--- src/rtl/sap_controller_if.sv ---
// Control-word bundle between the SAP controller-sequencer and the datapath.
// The controller (master) receives the IR opcode nibble and drives every
// control line, the halt flag and the ring-state view; the datapath (slave)
// sees the opposite directions.
`timescale 1ns/1ps

interface sap_controller_if;
    logic [3:0] opcode;
    logic       Cp;
    logic       Ep;
    logic       Lm;
    logic       Ce;
    logic       Li;
    logic       Ei;
    logic       La;
    logic       Ea;
    logic       Su;
    logic       Eu;
    logic       Lb;
    logic       Lo;
    logic       hlt;
    logic [5:0] t_state;

    modport master (
        input  opcode,
        output Cp, Ep, Lm, Ce, Li, Ei, La, Ea, Su, Eu, Lb, Lo,
        output hlt, t_state
    );

    modport slave (
        output opcode,
        input  Cp, Ep, Lm, Ce, Li, Ei, La, Ea, Su, Eu, Lb, Lo,
        input  hlt, t_state
    );
endinterface

--- src/rtl/sap_controller.sv ---
// SAP controller-sequencer: a six-state one-hot ring (T1..T6) plus a HALT
// state, and an opcode decoder producing the per-cycle control word.
// Fetch occupies T1..T3 for every instruction; the opcode is decoded only in
// T4..T6 because the IR is loaded at the T3->T4 edge.
`timescale 1ns/1ps

module sap_controller (
    input  logic             clk,
    input  logic             clr,
    sap_controller_if.master bus
);

    // HALT is the all-zero encoding so t_state can show the register directly.
    typedef enum logic [5:0] {
        HALT = 6'b000000,
        T1   = 6'b000001,
        T2   = 6'b000010,
        T3   = 6'b000100,
        T4   = 6'b001000,
        T5   = 6'b010000,
        T6   = 6'b100000
    } state_t;

    typedef enum logic [3:0] {
        OP_LDA = 4'b0000,
        OP_ADD = 4'b0001,
        OP_SUB = 4'b0010,
        OP_OUT = 4'b1110,
        OP_HLT = 4'b1111
    } opcode_t;

    typedef struct packed {
        logic cp;
        logic ep;
        logic lm;
        logic ce;
        logic li;
        logic ei;
        logic la;
        logic ea;
        logic su;
        logic eu;
        logic lb;
        logic lo;
    } ctrl_t;

    state_t state;
    ctrl_t  ctrl;

    // Ring advance; clr wins over everything, HLT diverts T4 into HALT.
    always_ff @(posedge clk) begin
        // NOTE: state registers use non-blocking assignments so every flop
        // samples pre-edge values and simulation matches the synthesized logic.
        if (clr) begin
            state <= T1;
        end else begin
            case (state)
                T1:      state <= T2;
                T2:      state <= T3;
                T3:      state <= T4;
                T4:      state <= (bus.opcode == OP_HLT) ? HALT : T5;
                T5:      state <= T6;
                T6:      state <= T1;
                HALT:    state <= HALT;
                default: state <= T1;  // not one-hot: recover to a clean fetch
            endcase
        end
    end

    // Control word decode from registered state and opcode, silenced during clr.
    always_comb begin
        // NOTE: default every field first so no path through the case leaves a
        // bit unassigned, which would otherwise infer a latch.
        ctrl = '0;
        if (!clr) begin
            case (state)
                T1: begin
                    ctrl.ep = 1'b1;
                    ctrl.lm = 1'b1;
                end
                T2: ctrl.cp = 1'b1;
                T3: begin
                    ctrl.ce = 1'b1;
                    ctrl.li = 1'b1;
                end
                T4: begin
                    case (bus.opcode)
                        OP_LDA, OP_ADD, OP_SUB: begin
                            ctrl.ei = 1'b1;
                            ctrl.lm = 1'b1;
                        end
                        OP_OUT: begin
                            ctrl.ea = 1'b1;
                            ctrl.lo = 1'b1;
                        end
                        default: ;
                    endcase
                end
                T5: begin
                    case (bus.opcode)
                        OP_LDA: begin
                            ctrl.ce = 1'b1;
                            ctrl.la = 1'b1;
                        end
                        OP_ADD, OP_SUB: begin
                            ctrl.ce = 1'b1;
                            ctrl.lb = 1'b1;
                        end
                        default: ;
                    endcase
                end
                T6: begin
                    case (bus.opcode)
                        OP_ADD: begin
                            ctrl.eu = 1'b1;
                            ctrl.la = 1'b1;
                        end
                        OP_SUB: begin
                            ctrl.su = 1'b1;
                            ctrl.eu = 1'b1;
                            ctrl.la = 1'b1;
                        end
                        default: ;
                    endcase
                end
                default: ;
            endcase
        end
    end

    assign bus.Cp      = ctrl.cp;
    assign bus.Ep      = ctrl.ep;
    assign bus.Lm      = ctrl.lm;
    assign bus.Ce      = ctrl.ce;
    assign bus.Li      = ctrl.li;
    assign bus.Ei      = ctrl.ei;
    assign bus.La      = ctrl.la;
    assign bus.Ea      = ctrl.ea;
    assign bus.Su      = ctrl.su;
    assign bus.Eu      = ctrl.eu;
    assign bus.Lb      = ctrl.lb;
    assign bus.Lo      = ctrl.lo;
    assign bus.hlt     = (state == HALT) && !clr;
    assign bus.t_state = state;

endmodule

--- src/flat_wrapper.sv ---
// flat-port wrapper written by rule: the top's interface ports become plain ports
module sap_controller_flat 
  (clk, clr, bus_opcode, bus_Cp, bus_Ep, bus_Lm, bus_Ce, bus_Li, bus_Ei, bus_La, bus_Ea, bus_Su, bus_Eu, bus_Lb, bus_Lo, bus_hlt, bus_t_state);
  sap_controller_if bus_i ();
  input  logic clk;
  input  logic clr;
  input wire logic [$bits(bus_i.opcode)-1:0] bus_opcode;
  output wire logic [$bits(bus_i.Cp)-1:0] bus_Cp;
  output wire logic [$bits(bus_i.Ep)-1:0] bus_Ep;
  output wire logic [$bits(bus_i.Lm)-1:0] bus_Lm;
  output wire logic [$bits(bus_i.Ce)-1:0] bus_Ce;
  output wire logic [$bits(bus_i.Li)-1:0] bus_Li;
  output wire logic [$bits(bus_i.Ei)-1:0] bus_Ei;
  output wire logic [$bits(bus_i.La)-1:0] bus_La;
  output wire logic [$bits(bus_i.Ea)-1:0] bus_Ea;
  output wire logic [$bits(bus_i.Su)-1:0] bus_Su;
  output wire logic [$bits(bus_i.Eu)-1:0] bus_Eu;
  output wire logic [$bits(bus_i.Lb)-1:0] bus_Lb;
  output wire logic [$bits(bus_i.Lo)-1:0] bus_Lo;
  output wire logic [$bits(bus_i.hlt)-1:0] bus_hlt;
  output wire logic [$bits(bus_i.t_state)-1:0] bus_t_state;
  assign bus_i.opcode = bus_opcode;
  assign bus_Cp = bus_i.Cp;
  assign bus_Ep = bus_i.Ep;
  assign bus_Lm = bus_i.Lm;
  assign bus_Ce = bus_i.Ce;
  assign bus_Li = bus_i.Li;
  assign bus_Ei = bus_i.Ei;
  assign bus_La = bus_i.La;
  assign bus_Ea = bus_i.Ea;
  assign bus_Su = bus_i.Su;
  assign bus_Eu = bus_i.Eu;
  assign bus_Lb = bus_i.Lb;
  assign bus_Lo = bus_i.Lo;
  assign bus_hlt = bus_i.hlt;
  assign bus_t_state = bus_i.t_state;
  sap_controller u_core (.clk(clk), .clr(clr), .bus(bus_i));
endmodule
--- config.mk ---
export PLATFORM = sky130hd
export DESIGN_NAME = sap_controller_flat
export DESIGN_NICKNAME = d
export VERILOG_FILES = /design/src/rtl/sap_controller_if.sv /design/src/rtl/sap_controller.sv /design/src/flat_wrapper.sv
export SDC_FILE = /design/constraint.sdc
export NUM_CORES = 1
export LEC_CHECK = 0
export ABC_AREA = 0
export BUFFER_PORTS_ARGS = -buffer_cell sky130_fd_sc_hd__buf_2
export CORE_AREA = 2 2 39 41
export CTS_CLUSTER_DIAMETER = 120
export DETAILED_ROUTE_END_ITERATION = 7
export DIE_AREA = 0 0 41 43
export PLACE_DENSITY = 0.57
export SLEW_MARGIN = 30
export SYNTH_ARGS = -nofsm -noshare
export SYNTH_HDL_FRONTEND = slang
export SYNTH_SLANG_ARGS = --single-unit
--- constraint.sdc ---
create_clock -name clk -period 3 [get_ports clk]
set_input_delay 0.15 -clock clk [delete_from_list [all_inputs] [get_ports clk]]
set_output_delay 0.15 -clock clk [all_outputs]
set_load 0.02 [all_outputs]
* Word-level counts from Yosys, hierarchy flattened
Cells that the tools add are included.
** Storage, ports and cells
- Register bits after elaboration :: 6
- Input port bits :: 6
- Output and inout port bits :: 19
- Logic and storage cells :: 35
** Operators by class
- Equal/unequal tests :: 10
- Muxes and demuxes :: 18
- Reduce and logical (&&, ||, !) cells :: 6
** Operators by type and width (number)
- $pmux W6 S6 :: 1
- $mux W12 :: 1
- $mux W1 :: 11
- $eq A4 B4 Y1 const B :: 2
- $eq A6 B1 Y1 const B :: 1
- $eq A6 B2 Y1 const B :: 1
- $eq A6 B3 Y1 const B :: 1
- $eq A6 B4 Y1 const B :: 1
- $eq A6 B5 Y1 const B :: 1
- $eq A6 B6 Y1 const B :: 1
- $logic_not A6 Y1 :: 1
- $pmux W1 S2 :: 3
- $mux W5 :: 1
- $eq A4 B1 Y1 const B :: 1
- $eq A4 B2 Y1 const B :: 1
- $logic_not A4 Y1 :: 1
- $reduce_or A3 Y1 :: 1
- $mux W2 :: 1
- $reduce_or A2 Y1 :: 1
- $logic_and A1 B1 Y1 :: 1
- $logic_not A1 Y1 :: 1

* Depth between registers and ports, before layout
Gate-level depths: netlist (run 1).
- Depth after elaboration :: 5
- Mapped depth :: 5
- Mapped depth without buffers :: 3

* Worst setup path after synthesis (run 1)
No wires, ideal clock.
- Kind :: register to output
- From :: register u_core.state[0], in the netlist u_core.bus.t_state[0]
- To :: output bus_Lo
- Arrival time :: 1668 ps
- Data required time :: 2850 ps
- Slack :: 1182 ps
- Cell stages (with the launch flop) :: 6
- Buffers on the path :: 2
- Cells stage by stage :: dfxtp_1 -> buf_6 -> nor3_4 -> nand3_2 -> nor4_2 -> buf_4
** Between the ends
- Longest elaborated chain between the ends :: 3
** RTL lines
- start, declared :: RTL line sap_controller.sv:47 : state_t state;
- start signal, assigned :: RTL line sap_controller.sv:61 : T4: state <= (bus.opcode == OP_HLT) ? HALT : T5;
- $eq A6 B4 Y1 :: RTL line sap_controller.sv:76 : case (state)
- $mux W1 :: RTL line sap_controller.sv:76
- $mux W12 :: RTL line sap_controller.sv:75 : if (!clr) begin
- end, declared :: RTL line flat_wrapper.sv:19 : output wire logic [$bits(bus_i.Lo)-1:0] bus_Lo;
Every way passes these cells.

* Worst setup path after layout (run 1)
- From :: register u_core.state[0], in the netlist u_core.bus.t_state[0]
- To :: output bus_Ea
** Between the ends
- Longest elaborated chain between the ends :: 3
** RTL lines
- $eq A6 B4 Y1 :: RTL line sap_controller.sv:76
- $mux W1 :: RTL line sap_controller.sv:76
- $mux W12 :: RTL line sap_controller.sv:75
- end, declared :: RTL line flat_wrapper.sv:15 : output wire logic [$bits(bus_i.Ea)-1:0] bus_Ea;
Every way passes these cells.

==> run metrics, run 1 <==
status completed; row cnt 14; clock net sink count 6; top-count cell post-synth nor2_1; CTS buffer count 3; GRT Overall Usage a little over an eighth; worst-margin pin slew just over 400 ps; crit start category register; Worst Setup End Kind output port; Hold Path Class in -> reg; clock tree root driver cell clkbuf_4; Fmax 567 MHz; Synth top area share 28.7%; vias after detailed routing about 450; cell taking the most area after synthesis dfxtp_1; critical path, cell by cell nor3_4 -> nand3_2 -> nor4_2 -> buf_2; wirelength, routed between 1000 and 1500 um; count of cell types in the netlist 24; #FFs+latches synth 6; ys flop type dfxtp_1; PwrDens around 370 mW/mm^2; crit path kind reg -> out; first-pass GRT wire length roughly 1600 um; Post-Syn Nets between 50 and 60; H-tree levels 1; post-route minimum period roughly 1800 ps; fin crit share between 50% and 60%; CP Max Fanout 9; Area growth syn-to-layout 31.6%; Post-CTS Setup Inserts 0; post-cts hold buffer count 0; initial antenna violation count 0; initial core utilization around 30%; EDFF count, synth 0; First-pass DRT Iterations 4; n_diodes 0; routed len/inst roughly 11 um; Place WS approximately 1500 ps; post-route ant nets 0; IO Port Bufs 24; Nets between 80 and 90; share of layout cells above drive strength 1 42.5%; Residual DRC 0; LEAKAGE ~0.26 nW; Seq/Total Area, Yosys 28.7%; number of flip-flops in the largest register 6; fin worst setup slack between 1000 and 1500 ps; die area roughly 0.0018 sq mm; grt ovf 0; clock slew at reported path FFs around 50 ps; worst-skew pair later-pin latency 240 ps; Final Hold Fails 0; final design utilization approximately 40%; final-report max-slew violation count 0; unrepaired setup endpoints after global routing no; Clock Path Buffers 2; ys async rst share 0%; Syn Area/Cell about 8.6 sq um; Commonest cells post-synth 9 x nor2_1, 6 x dfxtp_1, 6 x nor3_1; Largest stage delay, worst path just over 400 ps; Yosys warning count 0; Peak VDD IR 0.267 mV; height of the die around 43 um; Post-DP HPWL between 800 and 900 um; Hold Worst Slack 144 ps; clock skew 5.50 ps; post-CTS resize count 0; Slew headroom between 70 and 80%; Critical Path RT about 2900 ps; gpl congestion 0.705; Sum Neg Setup Slack 0 ps; CP max stage cell dfxtp_1; Die W 41 um; Netlist Area Pre-Place 419 sq um; CTS tree built; Ports 25; Finish-stage setup viols 0; Vias/cell approximately 5; max_cap viols 0; DR iter-0 viols 8; critical path arrival 1610 ps; synth top area cells dfxtp_1 29%, nor2_1 8.1%, nor3_1 7.2%; Mapped Cells about 50; largest net degree at the start of global routing 12; core area ~0.0014 sq mm; vias in the first global route 383
[worst paths after layout]
check / slack [ps] / cells after the start / from / end
setup reg to reg: 1870 / 3 / u_core.bus.t_state[0]$_SDFF_PP1_ / u_core.bus.t_state[4]$_SDFF_PP0_
hold reg to reg: 600 / 1 / u_core.bus.t_state[2]$_SDFF_PP0_ / u_core.bus.t_state[3]$_SDFF_PP0_
setup / recovery: 1240 / 4 / u_core.bus.t_state[0]$_SDFF_PP1_ / bus_Ea
hold / removal: 140 / 2 / clr / u_core.bus.t_state[5]$_SDFF_PP0_
[layout by cell type (no fill, tap or decap), types with 2 or more instances in the layout]
| cell | count |
|---|---|
| nor3_1 | 6 |
| nand2_1 | 3 |
| clkbuf_4 | 3 |
| nor3b_1 | 4 |
| buf_2 | 24 |
| nor2_1 | 9 |
| and4b_1 | 2 |
| dfxtp_1 | 6 |
[layout make-up]
type / instances / area [sq um]
fill: 158 / 832
multi-input combinational: 39 / 265
sequential: 6 / 120
timing repair buffer: 24 / 120
clock buffer: 3 / 22.5
tap: 16 / 20.0
inverter: 1 / 3.75
[routing by layer]
layer / vias up / global-route usage (%) / wire [um]
met5: - / 0 / 0
met4: 0 / 0 / 0
met3: 0 / 9.95 / 134
met2: 28 / 18.1 / 401
met1: 192 / 18.0 / 466
li1: 233 / - / -
[per-stage QoR]
| stage | total power [W] | area, sq um | std cells |
|---|---|---|---|
| 2_1_floorplan | 0.000123 | 419 | 49 |
| 3_3_place_gp | 0.000134 | 529 | 86 |
| 3_5_place_dp | 0.000134 | 529 | 86 |
| 4_1_cts | 0.000209 | 552 | 89 |
| 5_1_grt | 0.000221 | 552 | 89 |
| 6_report | 0.000204 | 552 | 89 |
[logic make-up (layout without fill, tap and decap cells)]
family                   Yosys count  count (layout)  share of synthesized area [%]
AND/OR/NAND/NOR                   32              32                           49.0
flip-flops                         6               6                           28.7
AO/OA/AOI/OAI                      5               5                           9.85
buffers and inverters              4              28                           8.06
adder cells (fa/ha/maj)            1               1                           2.39
XOR/XNOR                           1               1                           2.09
[power by group]
group | switching [W] | internal [W] | leakage (nW)
combinational | 0.0000253 | 0.0000163 | 0.202
clock | 0.0000264 | 0.0000451 | 0.0138
sequential | 0.00000782 | 0.0000830 | 0.0490
[critical path: cells and delay by family (launching register included)]
| family | cells | cell delay [ps] |
|---|---|---|
| buf+inv | 1 | 210 |
| flops | 1 | 410 |
| simple gates | 3 | 750 |
Note: power is estimated with default switching activity, not from simulation.
==> inputs of run 2 (changes only) <==
clock period = 1.65 ns   (was 3 ns; I/O delays follow)
==> run 2 against run 1 <==
Effect of this change:
- hold slack worse by 32 ps
- register-to-register slack lost 1400 ps
- combinational power rose by 100%
- sequential share of layout area down 1.2 points
- clock power rose by 80%
- clock-buffer cell count did not move
- total power grew 85%
- die area is the same
- sequential cell count unchanged
- non-clock buffer count rose by 2
- core utilization rose by 4.0 points
- critical path type unchanged
- critical endpoint unchanged
- largest power group unchanged
==> run metrics, run 2 (same netlist as run 1, synthesis figures left out) <==
status completed; grt ovf 0; Reg-to-Reg End u_core.bus.t_state[0]$_SDFF_PP1_; Slew headroom between 70% and 80%; Finish-stage setup viols 0; clock slew at reported path FFs about 40 ps; H-tree levels 1; Nets 83; Final Total Pwr between 0.0003 and 0.0004 W; die area about 0.0018 sq mm; worst hold path stage count 2; Ports 25; CTS buffer count 3; Die W around 41 um; clock tree root driver cell clkbuf_4; vias after detailed routing between 400 and 500; Worst Setup End Kind output port; commonest cells after routing, fill and taps aside 22 x buf_2, 6 x nor3_1, 6 x nor2_1; Worst Hold End u_core.bus.t_state[5]$_SDFF_PP0_; top sig layer met3; Final Hold Fails 0; Peak VDD IR between 0.3 and 0.4 mV; IO Port Bufs 24; Residual DRC 0; routed len/inst approximately 12 um; n_diodes 0; worst-margin pin slew ~400 ps; initial core utilization a little under a third; LEAKAGE ~0.28 nW; share of layout cells above drive strength 1 ~52%; DR iter-0 viols 2; post-cts hold buffer count 0; CTS tree built; crit start category register; fin crit share between 90% and 100%; Area growth syn-to-layout 44.8%; number of flip-flops in the largest register 6; final-report max-slew violation count 0; flop2flop setup slack ~500 ps; WL met3 between 100 and 150 um; largest net degree at the start of global routing 12; Critical Path RT 1570 ps; most common cell after layout, fill and taps aside buf_2; first-pass GRT wire length around 1800 um; wirelength, routed roughly 1100 um; critical path arrival 1470 ps; First-pass DRT Iterations 3; height of the die about 43 um; worst-skew pair later-pin latency 240 ps; Sum Neg Setup Slack 0 ps; clock skew 1.64 ps; clock net sink count 6; GRT Overall Usage around 15%; core area 0.00138 sq mm; post-route ant nets 0; initial antenna violation count 0; post-route minimum period approximately 1500 ps; Vias/cell roughly 5.2; CP Max Fanout 9; unrepaired setup endpoints after global routing no; DRT met1 WL between 500 and 600 um; crit path kind reg -> out; PwrDens about 620 mW/mm^2; gpl congestion ~0.72; max_cap viols 0; Clock Path Buffers 2; routed wl met2 around 460 um; row cnt 14; Hold Crit Start clr; RR Startpoint u_core.bus.t_state[2]$_SDFF_PP0_; depth of the most critical reg-to-reg path 4; vias in the first global route just over 400; Post-DP HPWL between 800 and 900 um; Fmax around 650 MHz; Hold Path Class in -> reg
==> run 2: changes by cell type in the layout (fill, tap and decap cells not counted) <==
cell	delta
nand3_4	+1
buf_4	+4
dfxtp_4	+1
nor4_4	+1
nor4b_1	-1
nor2_2	+3
nor4_2	-1
nor4b_2	+1
nor2_1	-3
dfxtp_2	+1
nand3_2	-1
dfxtp_1	-2
buf_2	-2
==> run 2: worst max-delay path by stage <==
stage	startpoint	endpoint	slack [ps]	cells after the start
finish	u_core.bus.t_state[0]$_SDFF_PP1_	bus_Ea	100	4
global route	u_core.bus.t_state[0]$_SDFF_PP1_	bus_Ea	5	4
CTS	u_core.bus.t_state[4]$_SDFF_PP0_	bus_Ea	6	4
detailed placement	u_core.bus.t_state[0]$_SDFF_PP1_	bus_Ea	260	4
global placement	u_core.bus.t_state[0]$_SDFF_PP1_	bus_Lo	290	4
floorplan	u_core.bus.t_state[0]$_SDFF_PP1_	bus_Lo	40	5
==> run 2: critical path, cell delays in order, from the launching register on <==
cell,delay [ps]
dfxtp_4,370
nor3_4,260
nand3_4,130
nor4_4,280
buf_4,180
==> run 2: what timing repair did <==
action | in CTS | in global routing
gates resized for setup | 3 | 7
pin swaps | 1 | 1
buffers inserted | 0 | 0
gates cloned | 0 | 0
setup endpoints to repair | 2 | 5
==> run 2: cell type report <==
type                    instances  area, sq um
clock buffers                   3         22.5
fillers                       152          777
inverters                       1         3.75
multi-input cells              39          295
flip-flops and latches          6          125
well taps                      16         20.0
repair buffers                 26          140
==> run 2: metrics by stage <==
stage | utilization [%] | cells | setup slack (ps) | hold WS (ps) | area [sq um]
3_3_place_gp | 40.0 | 88 | 293 | 346 | 553
5_1_grt | 43.9 | 91 | 5.20 | 111 | 607
6_report | 43.9 | 91 | 102 | 112 | 607
3_5_place_dp | 40.0 | 88 | 257 | 349 | 553
4_1_cts | 42.0 | 91 | 5.68 | 96.8 | 582
2_1_floorplan | - | 49 | 37.9 | 155 | 428
==> run 2: layer usage <==
| metal | global-route usage (%) | vias up |
|---|---|---|
| met5 | 0 | - |
| met4 | 0 | 0 |
| met3 | 7.85 | 0 |
| met2 | 20.0 | 25 |
| met1 | 21.3 | 208 |
| li1 | - | 237 |
==> run 2: where the power goes <==
group | internal [W] | switching, W
Sequential | 0.000152 | 0.0000132
Clock | 0.0000819 | 0.0000470
Combinational | 0.0000318 | 0.0000516
